$ cat src/rtl/qtable_max_reader.sv
// Q-table row scanner: reads every action Q-value of one state and returns the
// largest value (unsigned Q8.8) and its lowest-index argmax action.
module qtable_max_reader #(
    parameter int N_STATES  = 16,
    parameter int N_ACTIONS = 4,
    parameter int DATA_W    = 16,
    parameter int ADDR_W    = 6,
    parameter int STATE_W   = 4,
    parameter int ACT_W     = 2
) (
    input  logic               clk,
    input  logic               rst,
    input  logic               req_valid,
    output logic               req_ready,
    input  logic [STATE_W-1:0] req_state,
    output logic               mem_en,
    output logic [ADDR_W-1:0]  mem_addr,
    input  logic [DATA_W-1:0]  mem_rdata,
    output logic               rsp_valid,
    input  logic               rsp_ready,
    output logic [DATA_W-1:0]  rsp_max,
    output logic [ACT_W-1:0]   rsp_action,
    output logic               rsp_err
);

    localparam logic [STATE_W:0]  N_STATES_EXT = (STATE_W + 1)'(N_STATES);
    localparam logic [ACT_W-1:0]  LAST_ACT     = ACT_W'(N_ACTIONS - 1);
    localparam logic [ADDR_W-1:0] ROW_LEN      = ADDR_W'(N_ACTIONS);

    typedef enum logic [1:0] {IDLE, ISSUE, DRAIN, RESP} fsm_t;

    fsm_t              state;
    logic [ACT_W-1:0]  act_p0;
    logic              vld_p1;
    logic [ACT_W-1:0]  act_p1;
    logic [DATA_W-1:0] best_p1;
    logic [ACT_W-1:0]  best_act_p1;
    logic [DATA_W-1:0] best_nxt;
    logic [ACT_W-1:0]  best_act_nxt;
    logic [ADDR_W-1:0] row_base;
    logic              out_of_range;

    // Strict greater-than keeps the lowest action on ties; action 0 always seeds the scan.
    function automatic logic takes_lead(input logic              first,
                                        input logic [DATA_W-1:0] cand,
                                        input logic [DATA_W-1:0] best);
        return first || (cand > best);
    endfunction

    assign row_base     = ADDR_W'(req_state) * ROW_LEN;
    assign out_of_range = {1'b0, req_state} >= N_STATES_EXT;

    always_comb begin
        best_nxt     = best_p1;
        best_act_nxt = best_act_p1;
        if (vld_p1 && takes_lead(act_p1 == '0, mem_rdata, best_p1)) begin
            best_nxt     = mem_rdata;
            best_act_nxt = act_p1;
        end
    end

    always_ff @(posedge clk) begin
        if (rst) begin
            state       <= IDLE;
            req_ready   <= 1'b1;
            mem_en      <= 1'b0;
            mem_addr    <= '0;
            act_p0      <= '0;
            vld_p1      <= 1'b0;
            act_p1      <= '0;
            best_p1     <= '0;
            best_act_p1 <= '0;
            rsp_valid   <= 1'b0;
            rsp_max     <= '0;
            rsp_action  <= '0;
            rsp_err     <= 1'b0;
        end else begin
            // p0 -> p1: read data returns one cycle after its enable
            vld_p1      <= mem_en;
            act_p1      <= act_p0;
            best_p1     <= best_nxt;
            best_act_p1 <= best_act_nxt;

            case (state)
                IDLE: begin
                    if (req_valid) begin
                        req_ready <= 1'b0;
                        if (out_of_range) begin
                            rsp_valid  <= 1'b1;
                            rsp_err    <= 1'b1;
                            rsp_max    <= '0;
                            rsp_action <= '0;
                            state      <= RESP;
                        end else begin
                            mem_en   <= 1'b1;
                            mem_addr <= row_base;
                            act_p0   <= '0;
                            state    <= ISSUE;
                        end
                    end
                end
                ISSUE: begin
                    if (act_p0 == LAST_ACT) begin
                        mem_en <= 1'b0;
                        state  <= DRAIN;
                    end else begin
                        mem_en   <= 1'b1;
                        mem_addr <= mem_addr + ADDR_W'(1);
                        act_p0   <= act_p0 + ACT_W'(1);
                    end
                end
                DRAIN: begin
                    // The last word is still in flight; publish the merged result directly.
                    rsp_valid  <= 1'b1;
                    rsp_err    <= 1'b0;
                    rsp_max    <= best_nxt;
                    rsp_action <= best_act_nxt;
                    state      <= RESP;
                end
                RESP: begin
                    if (rsp_ready) begin
                        rsp_valid <= 1'b0;
                        req_ready <= 1'b1;
                        state     <= IDLE;
                    end
                end
                default: begin
                    state     <= IDLE;
                    req_ready <= 1'b1;
                    mem_en    <= 1'b0;
                    rsp_valid <= 1'b0;
                end
            endcase
        end
    end

endmodule

$ cat config.mk
export PLATFORM = sky130hd
export DESIGN_NAME = qtable_max_reader
export DESIGN_NICKNAME = d
export VERILOG_FILES = /design/src/rtl/qtable_max_reader.sv
export SDC_FILE = /design/constraint.sdc
export NUM_CORES = 1
export LEC_CHECK = 0
export ABC_AREA = 1
export BUFFER_PORTS_ARGS = -buffer_cell sky130_fd_sc_hd__buf_2
export CORE_ASPECT_RATIO = 1.5
export CORE_MARGIN = 1
export CORE_UTILIZATION = 25
export DETAILED_ROUTE_END_ITERATION = 10
export GPL_TIMING_DRIVEN = 1
export SYNTH_ARGS = -nofsm -noshare
export SYNTH_HDL_FRONTEND = slang
export SYNTH_SLANG_ARGS = --single-unit
$ cat constraint.sdc
create_clock -name clk -period 3.75 [get_ports clk]
set_input_delay 0.5625 -clock clk [delete_from_list [all_inputs] [get_ports clk]]
set_output_delay 0.5625 -clock clk [all_outputs]
set_load 0.1 [all_outputs]
After elaboration in Yosys (flattened, before gate mapping). Index checks and enable logic that the tools add are counted.

Register bits after elaboration: 52. Latch bits: 0. Bits in writable memories: 0. Memory bits (read-only): 0. Bits of input ports: 24. Output and inout bits: 28. Memories: 0.

Add/subtract/negate cells: 2. Multiply operators: 0. Divide/modulo/power cells: 0. Order comparisons: 1. Equal/unequal tests: 8. Shifts and indexed selects: 0. Muxes and demuxes: 20. Bitwise logic cells: 0. Reduce and logical (&&, ||, !) cells: 12.

Operators with widths (count): > comparator 16 bit (1); two-way mux 16 bit (1); two-way mux 2 bit (6); two-way mux 6 bit (2); case mux 6 bit (2 select lines) (1); AND reduction 3 bit (3); != test 2 bit (second input constant) (4); case mux 2 bit (4 select lines) (1); adder 6 x 1 -> 6 bit (second input constant) (1); equality test 2 bit (second input constant) (3); case mux 1 bit (2 select lines) (3); nonzero test 2 bit (3); two-way mux 1 bit (5); zero test 2 bit (2); case mux 2 bit (2 select lines) (1); AND reduction 2 bit (2); adder 2 x 1 -> 2 bit (second input constant) (1); equality test 2 x 1 -> 1 bit (second input constant) (1); logical AND 1 bit (1); logical OR 1 bit (1).

Depth between registers and ports, before layout.
Depth in word-level cells: 4. Depth in mapped cells: 19. Gate-level depth less buffers: 18.

Worst setup path after synthesis. No wires, ideal clock.

Path type: reg2reg. Start point: register mem_addr[0]. End point: register mem_addr[4]. Setup time: 0.070 ns. Data arrival time: 1.856 ns. Required time: 3.680 ns. Setup slack: 1.824 ns. Stages on the path, launching flop included: 7. Path buffers: 0. Period minus slack after synthesis: 1.926 ns. Cells stage by stage: dfxtp_1 > ha_1 > nand3_1 > xor2_1 > nand2_1 > o211ai_1 > a21oi_1.

Longest elaborated chain between the ends: 3.

RTL lines: from (decl) (line 17) `output logic [ADDR_W-1:0] mem_addr,`; from (signal assigned) (line 96) `mem_addr <= row_base;`; from (signal assigned) (line 108) `mem_addr <= mem_addr + ADDR_W'(1);`; adder 6 x 1 -> 6 bit (line 108); two-way mux 6 bit (line 103) `if (act_p0 == LAST_ACT) begin`; case mux 6 bit (2 select lines) (line 84) `case (state)`.

No other way between the ends. The select of a mux whose other input is x is not followed. A chain may end at the register's enable or synchronous reset.

Worst setup path after layout.
Start point: register best_p1[15]. End point: register rsp_max[13].

Longest elaborated chain between the ends: 4.

RTL lines: from (decl) (line 36) `logic [DATA_W-1:0] best_p1;`; from (signal assigned) (line 81) `best_p1 <= best_nxt;`; > comparator 16 bit (line 47) `return first || (cand > best);`; logical OR 1 bit (line 47); logical AND 1 bit (line 56) `if (vld_p1 && takes_lead(act_p1 == '0, mem_rdata, best_p1)) begin`; two-way mux 16 bit (line 56); to (signal assigned) (line 116) `rsp_max <= best_nxt;`; to (decl) (line 21) `output logic [DATA_W-1:0] rsp_max,`.

No other way between the ends.

==> insert_results.sql <==
INSERT INTO impl_metrics (metric_group, metric, value, unit) VALUES
('status', 'run_status', 'finished, final reports clean', ''),
('logic_synthesis', 'netlist_area_before_placement', '0.00263', 'sq mm'),
('timing', 'slew_violations', '0', ''),
('global_route', 'antenna_found_initial', '0', ''),
('clock_tree', 'cts_tree', 'done', ''),
('min_path', 'holdPathStages', '2', ''),
('detailed_routing', 'wl_per_cell', '10.6', 'um'),
('finish', 'filler_cell_count', '1095', ''),
('timing', 'rsz_0062_raised_after_global_routing', 'false', ''),
('clock_tree', 'clock_latency', '280', 'ps'),
('detailed_routing', 'mean_number_of_vias_per_cell', '4.23', ''),
('clock_tree', 'post_cts_buffers', '0', ''),
('global_route', 'overflow_after_grt', '0', ''),
('logic_synthesis', 'synth_area_leaders', 'dfxtp_1 (40%), ha_1 (10%), nand3_1 (8.4%), nand2_1 (8.0%), inv_1 (7.1%)', ''),
('global_route', 'grt.total_usage', '11.4', '%'),
('setup_path', 'worstPathRequired', '3930', 'ps'),
('detailed_routing', 'num_vias', '2310', ''),
('finish', 'multiInputGateArea', '0.00132', 'sq mm'),
('logic_synthesis', 'postSynthNetCount', '407', ''),
('clock_tree', 'clk_pin_slew', '70', 'ps'),
('clock_tree', 'tritoncts_num_sinks', '52', ''),
('power_and_ir_drop', 'pwr-share-seq', '28.7', '%'),
('logic_synthesis', 'synthTopCellsByCount', 'nand2_1 (56), dfxtp_1 (52), inv_1 (50)', ''),
('place', 'buffer_ports.inserted', '50', ''),
('floorplanning', 'floorplan.initialDensity', '25.8', '%'),
('setup_path', 'worst_r2r_startpoint', 'best_p1[15]$_SDFF_PP0_', ''),
('setup_path', 'timing.critical_path.to_type', 'flop', ''),
('timing', 'fin_crit_sh', '56.2', '%'),
('logic_synthesis', 'yosys.cell_count.top_type', 'nand2_1', ''),
('power_and_ir_drop', 'clock_power_share', '18.4', '%'),
('logic_synthesis', 'yosys.area.top_type_share', '39.6', '%'),
('logic_synthesis', 'avgSynthCellArea', '7.29', 'sq um'),
('detailed_routing', 'detail_route.iter0.violations', '61', ''),
('place', 'placed_cell_area', '0.00299', 'sq mm'),
('min_path', 'hp-start', 'act_p0[1]$_SDFFE_PP0P_', ''),
('logic_synthesis', 'post_synth_inst_count', '361', ''),
('floorplanning', 'die-area', '0.0109', 'sq mm'),
('detailed_routing', 'drt-pass1-iter-count', '4', ''),
('floorplanning', 'io_pins', '52', ''),
('logic_synthesis', 'synth_enable_flop_cells', '0', ''),
('logic_synthesis', 'synth_seq_cells', '52', ''),
('finish', 'post-route-cell-area', '0.00315', 'sq mm'),
('finish', 'synthToLayoutAreaGrowth', '19.7', '%'),
('power_and_ir_drop', 'comb_power_share', '52.9', '%'),
('global_route', 'grt_max_degree', '48', ''),
('finish', 'layout.nets', '450', ''),
('timing', 'timing.final.setup_violations', '0', ''),
('logic_synthesis', 'async_reset_ff_share', '0', '%'),
('detailed_routing', 'finalWirelength', '5810', 'um'),
('finish', 'area.sequential', '0.00104', 'sq mm'),
('logic_synthesis', 'synth.largest_area_cell', 'dfxtp_1', ''),
('clock_tree', 'cts.repair.resized', '0', ''),
('timing', 'worst_slack', '1640', 'ps'),
('min_path', 'timing.hold.worst.class', 'reg -> reg', ''),
('finish', 'share_of_layout_cells_above_drive_strength_1', '19.0', '%'),
('power_and_ir_drop', 'p_int', '1.33', 'mW'),
('timing', 'fmax', '474', 'MHz'),
('min_path', 'worst_hold_path.endpoint', 'act_p1[1]$_SDFF_PP0_', ''),
('setup_path', 'timing_worst_setup_path_type', 'reg -> reg', ''),
('logic_synthesis', 'synth-seq-area-share', '39.6', '%'),
('finish', 'num_antenna_cells', '0', ''),
('place', 'hpwlAfterDp', '4180', 'um'),
('clock_tree', 'cts_made_buffers', '5', ''),
('clock_tree', 'ctsHoldBuffers', '0', ''),
('timing', 'tightest_pin_transition', '856', 'ps'),
('clock_tree', 'h_tree_depth', '2', ''),
('global_route', 'grt_pass1_vias', '2200', ''),
('flow_run', 'maxCapViolCount', '0', ''),
('timing', 'finalCriticalPeriod', '2110', 'ps'),
('detailed_routing', 'postRouteAntennaNets', '0', ''),
('place', 'dp_slack', '1340', 'ps');
==> power groups by stage <==
stage	combinational (mW)	clock, mW	sequential [mW]
2_1_floorplan	0.576	0	1.49
3_3_place_gp	1.48	0	0.808
3_5_place_dp	1.49	0	0.813
4_1_cts	1.49	0.529	0.802
5_1_grt	1.62	0.552	0.821
6_report	1.48	0.513	0.800
==> layer usage <==
layer,vias to the layer above,share of wire (%),global-route usage (%)
met2,49,51,21.4
met4,0,0.67,2.65
met3,4,4.7,2.38
li1,1235,-,-
met5,-,0,0
met1,1022,43,12.9
==> cell type report <==
cell class / instances / area share, %
multi-input combinational: 244 / 42.0
tap: 141 / 5.60
sequential: 52 / 33.0
clock inverter: 2 / 1.11
inverter: 50 / 5.96
clock buffer: 6 / 4.09
timing repair buffer: 51 / 8.18
==> cell usage in the layout, fill, tap and decap left out, drive strengths merged <==
master and n:
or2 2, bufinv 1, o21ai 8, a21o 1, nand4 1, buf 51, xor2 1, dfxtp 52
nor3 2, a32o 1, clkbuf 6, o221ai 1, ha 22, o21a 1, conb 1, xnor2 1
a211oi 1, nand3 44, inv 50, clkinv 1, a21oi 35, nor2 50, nand2 70, o211ai 2
==> registers in the layout (all words and copies together), names as in the netlist, 2 cells and up <==
register and cells:
act_p0 2, act_p1 2, best_act_p1 2, best_p1 16
mem_addr 6, rsp_action 2, rsp_max 16, state 2
==> cells by family (layout without fill, tap and decap cells) <==
logic type	after synthesis	count (layout)	synth area share [%]
AND/OR/NAND/NOR	169	169	28.6
buffers and inverters	65	109	10.1
flip-flops	52	52	39.6
AO/OA/AOI/OAI	50	50	10.5
adder cells (fa/ha/maj)	22	22	10.5
XOR/XNOR	2	2	0.666
other	1	1	0.143
==> worst max path at each step <==
stage | slack [ps] | to | start | cells after the start
finish | 1640 | rsp_max[13]$_SDFFE_PP0P_ | best_p1[15]$_SDFF_PP0_ | 13
global route | 1420 | rsp_max[1]$_SDFFE_PP0P_ | best_p1[7]$_SDFF_PP0_ | 15
CTS | 1630 | rsp_max[13]$_SDFFE_PP0P_ | best_p1[15]$_SDFF_PP0_ | 13
detailed placement | 1340 | rsp_max[13]$_SDFFE_PP0P_ | mem_rdata[15] | 13
global placement | 1370 | rsp_max[13]$_SDFFE_PP0P_ | mem_rdata[15] | 13
floorplan | 1820 | mem_addr[4]$_SDFFE_PP0P_ | mem_addr[0]$_SDFFE_PP0P_ | 6
==> critical path, cell delays in order, from the launching register on <==
cell,delay (ps)
dfxtp_1,360
inv_1,50
ha_1,310
nand2_2,80
nor3_2,220
nand2_1,80
nand2_1,70
nand2_2,60
nand2_4,190
nand2_4,220
nand2_1,160
nand3_1,100
nand2_1,80
inv_1,40
==> metrics by stage <==
stage | util (%) | cells | hold WS (ps) | total power [mW]
floorplan | - | 361 | 418 | 2.07
global placement | 29.3 | 538 | 434 | 2.29
detailed placement | 29.3 | 538 | 438 | 2.30
CTS | 30.9 | 546 | 446 | 2.83
global route | 30.9 | 546 | 482 | 2.99
finish | 30.9 | 546 | 443 | 2.79
Power figures use the tool's default switching activity.
